==> src/rtl/cross_bar_arbiter.sv <==
// Crossbar mux controller: per-slave round-robin arbitration driving the master/slave select vectors.
// Optional grant watchdog (counter + arb_err pulse) is built only when CROSS_BAR_ARB_TIMEOUT_EN is defined.

package cross_bar_pkg;
    localparam int MASTER_N = 4;
    localparam int SLAVE_N  = 4;
    localparam int ADDR_W   = 32;

    typedef logic [ADDR_W-1:0]               addr_t;
    typedef logic [$clog2(SLAVE_N+1)-1:0]    slave_num_t;
    typedef logic [$clog2(MASTER_N+1)-1:0]   master_num_t;
endpackage

module cross_bar_arbiter #(
    parameter int MASTER_N = cross_bar_pkg::MASTER_N,
    parameter int SLAVE_N  = cross_bar_pkg::SLAVE_N,
    parameter int TIMEOUT  = 256
) (
    input  logic                                     clk,
    input  logic                                     rst,
    input  logic [MASTER_N:1]                        master_req,
    input  cross_bar_pkg::addr_t       [MASTER_N:1]  master_addr,
    input  logic [SLAVE_N:1]                         slave_ack,
    output cross_bar_pkg::slave_num_t  [MASTER_N:1]  master_mux,
    output cross_bar_pkg::master_num_t [SLAVE_N:1]   slave_mux,
    output logic [SLAVE_N:1]                         arb_err
);
    // state | meaning
    // IDLE  | slave free; grants the first candidate after ptr_q[s] each cycle
    // BUSY  | slave owned by slave_mux_q[s] until ack, request drop or watchdog
    typedef enum logic {ST_IDLE = 1'b0, ST_BUSY = 1'b1} state_e;

    localparam int AW    = $bits(cross_bar_pkg::addr_t);
    localparam int SEL_W = $clog2(SLAVE_N);

    state_e                                  state_q [SLAVE_N:1];
    state_e                                  state_d [SLAVE_N:1];
    cross_bar_pkg::slave_num_t  [MASTER_N:1] master_mux_q, master_mux_d;
    cross_bar_pkg::master_num_t [SLAVE_N:1]  slave_mux_q, slave_mux_d;
    cross_bar_pkg::master_num_t [SLAVE_N:1]  ptr_q, ptr_d;
    cross_bar_pkg::master_num_t [SLAVE_N:1]  grant_m;
    cross_bar_pkg::slave_num_t  [MASTER_N:1] tgt;
    logic [MASTER_N:1]                       cand [SLAVE_N:1];
    logic [SLAVE_N:1]                        grant_vld;
    logic [SLAVE_N:1]                        rel;
    logic [SLAVE_N:1]                        owner_req;
    logic [SLAVE_N:1]                        tmo;
    logic                                    unused_addr;

    assign unused_addr = ^master_addr;

    always_comb begin
        for (int m = 1; m <= MASTER_N; m++) begin
            tgt[m] = cross_bar_pkg::slave_num_t'(master_addr[m][AW-1 -: SEL_W])
                   + cross_bar_pkg::slave_num_t'(1);
        end
    end

    // A master already holding a grant is never a candidate elsewhere, even if its address moved.
    always_comb begin
        for (int s = 1; s <= SLAVE_N; s++) begin
            cand[s] = '0;
            for (int m = 1; m <= MASTER_N; m++) begin
                cand[s][m] = master_req[m]
                           && (tgt[m] == cross_bar_pkg::slave_num_t'(s))
                           && (master_mux_q[m] == '0);
            end
        end
    end

    always_ff @(posedge clk) begin
        if (rst) begin
            for (int s = 1; s <= SLAVE_N; s++) begin
                state_q[s] <= ST_IDLE;
                ptr_q[s]   <= cross_bar_pkg::master_num_t'(MASTER_N);
            end
            slave_mux_q  <= '0;
            master_mux_q <= '0;
        end else begin
            for (int s = 1; s <= SLAVE_N; s++) begin
                state_q[s] <= state_d[s];
            end
            ptr_q        <= ptr_d;
            slave_mux_q  <= slave_mux_d;
            master_mux_q <= master_mux_d;
        end
    end

    always_comb begin
        for (int s = 1; s <= SLAVE_N; s++) begin
            state_d[s]   = state_q[s];
            grant_vld[s] = 1'b0;
            grant_m[s]   = '0;
            rel[s]       = 1'b0;
            owner_req[s] = 1'b0;
            case (state_q[s])
                ST_IDLE: begin
                    // k-th position after the pointer, wrapping once past MASTER_N
                    for (int k = 1; k <= MASTER_N; k++) begin
                        for (int m = 1; m <= MASTER_N; m++) begin
                            if (!grant_vld[s] && cand[s][m]
                                && ((int'(ptr_q[s]) + k == m)
                                    || (int'(ptr_q[s]) + k == m + MASTER_N))) begin
                                grant_vld[s] = 1'b1;
                                grant_m[s]   = cross_bar_pkg::master_num_t'(m);
                            end
                        end
                    end
                    if (grant_vld[s]) begin
                        state_d[s] = ST_BUSY;
                    end
                end
                ST_BUSY: begin
                    for (int m = 1; m <= MASTER_N; m++) begin
                        if (slave_mux_q[s] == cross_bar_pkg::master_num_t'(m)) begin
                            owner_req[s] = master_req[m];
                        end
                    end
                    rel[s] = slave_ack[s] || !owner_req[s] || tmo[s];
                    if (rel[s]) begin
                        state_d[s] = ST_IDLE;
                    end
                end
                default: state_d[s] = ST_IDLE;
            endcase
        end
    end

    always_comb begin
        slave_mux_d  = slave_mux_q;
        master_mux_d = master_mux_q;
        ptr_d        = ptr_q;
        for (int s = 1; s <= SLAVE_N; s++) begin
            if (rel[s]) begin
                slave_mux_d[s] = '0;
                ptr_d[s]       = slave_mux_q[s];
            end else if (grant_vld[s]) begin
                slave_mux_d[s] = grant_m[s];
            end
            for (int m = 1; m <= MASTER_N; m++) begin
                if (rel[s] && (slave_mux_q[s] == cross_bar_pkg::master_num_t'(m))) begin
                    master_mux_d[m] = '0;
                end else if (grant_vld[s] && (grant_m[s] == cross_bar_pkg::master_num_t'(m))) begin
                    master_mux_d[m] = cross_bar_pkg::slave_num_t'(s);
                end
            end
        end
    end

    assign master_mux = master_mux_q;
    assign slave_mux  = slave_mux_q;

`ifdef CROSS_BAR_ARB_TIMEOUT_EN
    localparam int CNT_W = (TIMEOUT > 1) ? $clog2(TIMEOUT) : 1;

    logic [CNT_W-1:0] cnt_q [SLAVE_N:1];
    logic [SLAVE_N:1] arb_err_q;

    always_comb begin
        for (int s = 1; s <= SLAVE_N; s++) begin
            tmo[s] = (state_q[s] == ST_BUSY) && (cnt_q[s] == CNT_W'(TIMEOUT - 1));
        end
    end

    // Counter parks at zero while idle, so it starts from zero on every new grant.
    always_ff @(posedge clk) begin
        if (rst) begin
            for (int s = 1; s <= SLAVE_N; s++) begin
                cnt_q[s] <= '0;
            end
            arb_err_q <= '0;
        end else begin
            for (int s = 1; s <= SLAVE_N; s++) begin
                if (state_q[s] == ST_IDLE) begin
                    cnt_q[s] <= '0;
                end else begin
                    cnt_q[s] <= cnt_q[s] + 1'b1;
                end
            end
            arb_err_q <= tmo & ~slave_ack;
        end
    end

    assign arb_err = arb_err_q;
`else
    localparam int UNUSED_TIMEOUT = TIMEOUT;

    assign tmo     = '0;
    assign arb_err = '0;
`endif

endmodule

==> config.mk <==
export PLATFORM = sky130hd
export DESIGN_NAME = cross_bar_arbiter
export DESIGN_NICKNAME = d
export VERILOG_FILES = /design/src/rtl/cross_bar_arbiter.sv
export SDC_FILE = /design/constraint.sdc
export NUM_CORES = 1
export LEC_CHECK = 0
export ABC_AREA = 1
export BUFFER_PORTS_ARGS = -buffer_cell sky130_fd_sc_hd__buf_2
export CORE_MARGIN = 3
export CORE_UTILIZATION = 48
export DETAILED_ROUTE_END_ITERATION = 6
export GPL_TIMING_DRIVEN = 0
export PLACE_DENSITY = 0.81
export RECOVER_POWER = 100
export SLEW_MARGIN = 15
export SYNTH_ARGS = -nofsm -noshare
export SYNTH_HDL_FRONTEND = slang
export SYNTH_SLANG_ARGS = --single-unit
==> constraint.sdc <==
create_clock -name clk -period 6 [get_ports clk]
set_input_delay 1.2 -clock clk [delete_from_list [all_inputs] [get_ports clk]]
set_output_delay 1.2 -clock clk [all_outputs]
set_load 0.05 [all_outputs]
==> flow_summary.ini <==
[status]
status = finished, final reports clean

[worst_setup_path]
worstPathArrival_ns = 4.08
crit_path_end_kind = register
reg2reg_slack_ns = 2.98
required_ns = 6.23
path_class = in2reg
reg2reg_depth = 21
crit_path_end = master_mux[3]$_SDFFE_PP0P_
critPathLaunchType = input pin
timing.rr.start = master_mux[3]$_SDFFE_PP0P_
critPathMaxFanout = 7
crit_path_start = master_req[2]
rr_endpoint = master_mux[3]$_SDFFE_PP0P_

[placed_design]
hpwl_um = 8680
place_congestion = 0.945
dp_slack_ns = 2.50
port_buffers = 41

[sta]
period_share_pct = 64.2
worstMarginPinSlew_ns = 0.871
max_freq_mhz = 260
grt_setup_unrepaired = no
fin_crit_ns = 3.85
whs_ns = 0.506
drv_slew = 0
setup_ws_ns = 2.15
finalHoldViolations = 0
relSlewSlack_pct = 41.5
skew_ns = 0.00517
setup_tns_ns = 0
setup_viol = 0

[synthesis]
syn-cell-area_um2 = 3840
synth_xor_area_share_pct = 0
synthMuxAreaShare_pct = 0
synthArstFlopShare_pct = 0
synth_top_family_by_area = simple AND/OR/NAND/NOR gates
synth-compound-area-share_pct = 13.3
synth_cells = 649
synth_ff_type = dfxtp_1
synth_edf_count = 0
synth_adder_area_share_pct = 0
synth_area_per_cell_um2 = 5.92
synth_seq_area_share_pct = 20.8
yosysUniqueCellTypes = 44
synthSimpleGateAreaFrac_pct = 51.9
synth-seq-cells = 40
yosys_warnings = 0

[clock_tree]
cts.path.max_buffers = 2
cts_post_setup_buffers_inserted = 0
cts_made_buffers = 5
cts_repair_resize_count = 0
path_clk_slew_ns = 0.08
clk_latency_ns = 0.29
cts.sinks = 40
htreeDepth = 2
tritoncts = done
cts_hold_buf = 0
cts-root-buf = clkbuf_8

[final_layout]
fin_nets = 838
area_growth_pct = 7.36
drive_gt1_share_pct = 16.0
utilization_pct = 55.1
diodes = 0
fill_cells = 784

[flow_run]
maxCapViolCount = 0

[die]
dieArea_um2 = 9110
core_area_um2 = 7490
start_util_pct = 51.3
die_w_um = 95.5
ios = 166
fp.dieH_um = 95.5
rows = 31

[drt]
finalWirelength_um = 10500
firstDrtPassIters = 5
drtIter0Drc = 219
wl_per_cell_um = 13.1
drtAntennaViolNets = 0
drc = 0
vias = 4265
viasPerCell = 5.33

[global_routing]
grt_pass1_wl_um = 17600
grt_pass1_vias = 3994
grt_max_degree = 13
grt_usage_pct = 24.0
antenna_found_initial = 0
grt_overflow = 0

[power_and_ir_drop]
p_switching_uw = 881
p_leak_nw = 1.89
p_int_uw = 680
p_clk_share_pct = 11.9
p_per_area_nw_per_um2 = 379
power_frac_seq_pct = 27.8
combPwrFrac_pct = 60.3
p_sw_share_pct = 56.4
ir_worst_vdd_mv = 0.274

[hold_path]
hold_depth = 2
worstHoldPathType = reg2reg
## sequential cells by signal, summed over array words and instances, names as in the netlist
| signal | flops |
|---|---|
| state_q | 4 |
| slave_mux | 12 |
| ptr_q | 12 |
| master_mux | 12 |
## how the worst min path moves through the flow
stage | startpoint | endpoint
floorplan | state_q[0][3]$_SDFF_PP0_ | state_q[0][3]$_SDFF_PP0_
global placement | state_q[0][3]$_SDFF_PP0_ | state_q[0][3]$_SDFF_PP0_
detailed placement | master_mux[7]$_SDFFE_PP0P_ | master_mux[7]$_SDFFE_PP0P_
global route | master_mux[4]$_SDFFE_PP0P_ | master_mux[4]$_SDFFE_PP0P_
CTS | master_mux[7]$_SDFFE_PP0P_ | master_mux[7]$_SDFFE_PP0P_
finish | master_mux[7]$_SDFFE_PP0P_ | master_mux[7]$_SDFFE_PP0P_
## final cells by class
| type | instances | area [um^2] | share of cell area (%) |
|---|---|---|---|
| timing repair buffer | 41 | 174 | 4.22 |
| multi-input combinational | 475 | 2400 | 58.2 |
| tap | 99 | 124 | 3.00 |
| inverter | 132 | 498 | 12.1 |
| clock inverter | 2 | 10.0 | 0.243 |
| clock buffer | 6 | 82.6 | 2.00 |
| sequential | 40 | 801 | 19.4 |
| buffer | 5 | 33.8 | 0.819 |
## worst max-delay path, stage by stage
cell      delay, ns
clkbuf_1       0.33
nand2_1        0.14
nor3_1         0.72
nand2_1        0.20
nand2_1        0.15
nor2_2         0.05
nand2_2        0.05
nor2_1         0.07
nand2_1        0.06
nor2_1         0.05
inv_1          0.07
nand3_1        0.07
a31oi_1        0.17
nand2_1        0.08
inv_1          0.06
nand2_1        0.05
inv_1          0.06
nand2_1        0.08
nand3_1        0.16
nand2_1        0.12
a21oi_1        0.13
## power by group through the flow
stage,sequential [mW],clock [mW],combinational [mW]
final,0.434,0.185,0.942
after global routing,0.445,0.198,1.05
after CTS,0.430,0.187,0.983
after detailed placement,0.436,0,0.978
after global placement,0.431,0,0.954
after floorplan,0.568,0,0.628
## metrics by stage
step                cells  power, mW  instance area [um^2]
floorplan             652       1.20                  3850
global route          800       1.69                  4120
CTS                   800       1.60                  4270
finish                800       1.56                  4120
detailed placement    792       1.41                  4180
global placement      792       1.38                  4180
## logic make-up (layout without fill, tap and decap cells)
kind of cell           Yosys count  after routing
buffers and inverters          137            186
other                            1              4
AND/OR/NAND/NOR                389            389
flip-flops                      40             40
AO/OA/AOI/OAI                   82             82
## placed cells by master (no fill, tap or decap), types with 4 or more instances in the layout
| master | synthesis | final |
|---|---|---|
| a21oi_1 | 26 | 27 |
| buf_2 | 0 | 16 |
| buf_4 | 4 | 4 |
| clkbuf_1 | 1 | 26 |
| clkbuf_8 | 0 | 6 |
| conb_1 | 1 | 4 |
| dfxtp_1 | 40 | 40 |
| inv_1 | 108 | 109 |
| inv_2 | 22 | 21 |
| nand2_1 | 131 | 136 |
| nand2_2 | 21 | 16 |
| nand3_1 | 45 | 46 |
| nand3_2 | 7 | 6 |
| nand4_1 | 15 | 17 |
| nor2_1 | 103 | 113 |
| nor2_2 | 18 | 12 |
| nor2_4 | 12 | 8 |
| nor3_1 | 18 | 20 |
| nor3_2 | 5 | 5 |
| o211ai_1 | 6 | 6 |
| o21ai_0 | 20 | 20 |
| o21ai_1 | 5 | 5 |
## Yosys cell counts (5+ instances only)
cell	count	share of area, %
nand4_1	15	2.4
nand3_2	7	1.8
nor3_1	18	2.3
inv_2	22	2.1
nor2_1	103	10
nand2_2	21	3.4
nor3_2	5	1.3
inv_1	108	11
o211ai_1	6	1.2
dfxtp_1	40	21
o21ai_1	5	0.65
nor2_4	12	3.5
nand2_1	131	13
a21oi_1	26	3.4
nor2_2	18	2.9
o21ai_0	20	2.6
nand3_1	45	5.9
## routing by layer
layer  vias up  global-route usage [%]  share of wire [%]
met5         -                       0                  0
met1      1916                    33.4                 46
met3        22                    3.63                7.1
met4         0                    7.82                2.3
met2       159                    37.9                 45
li1       2168                       -                  -
(Power assumes the default switching activity.)
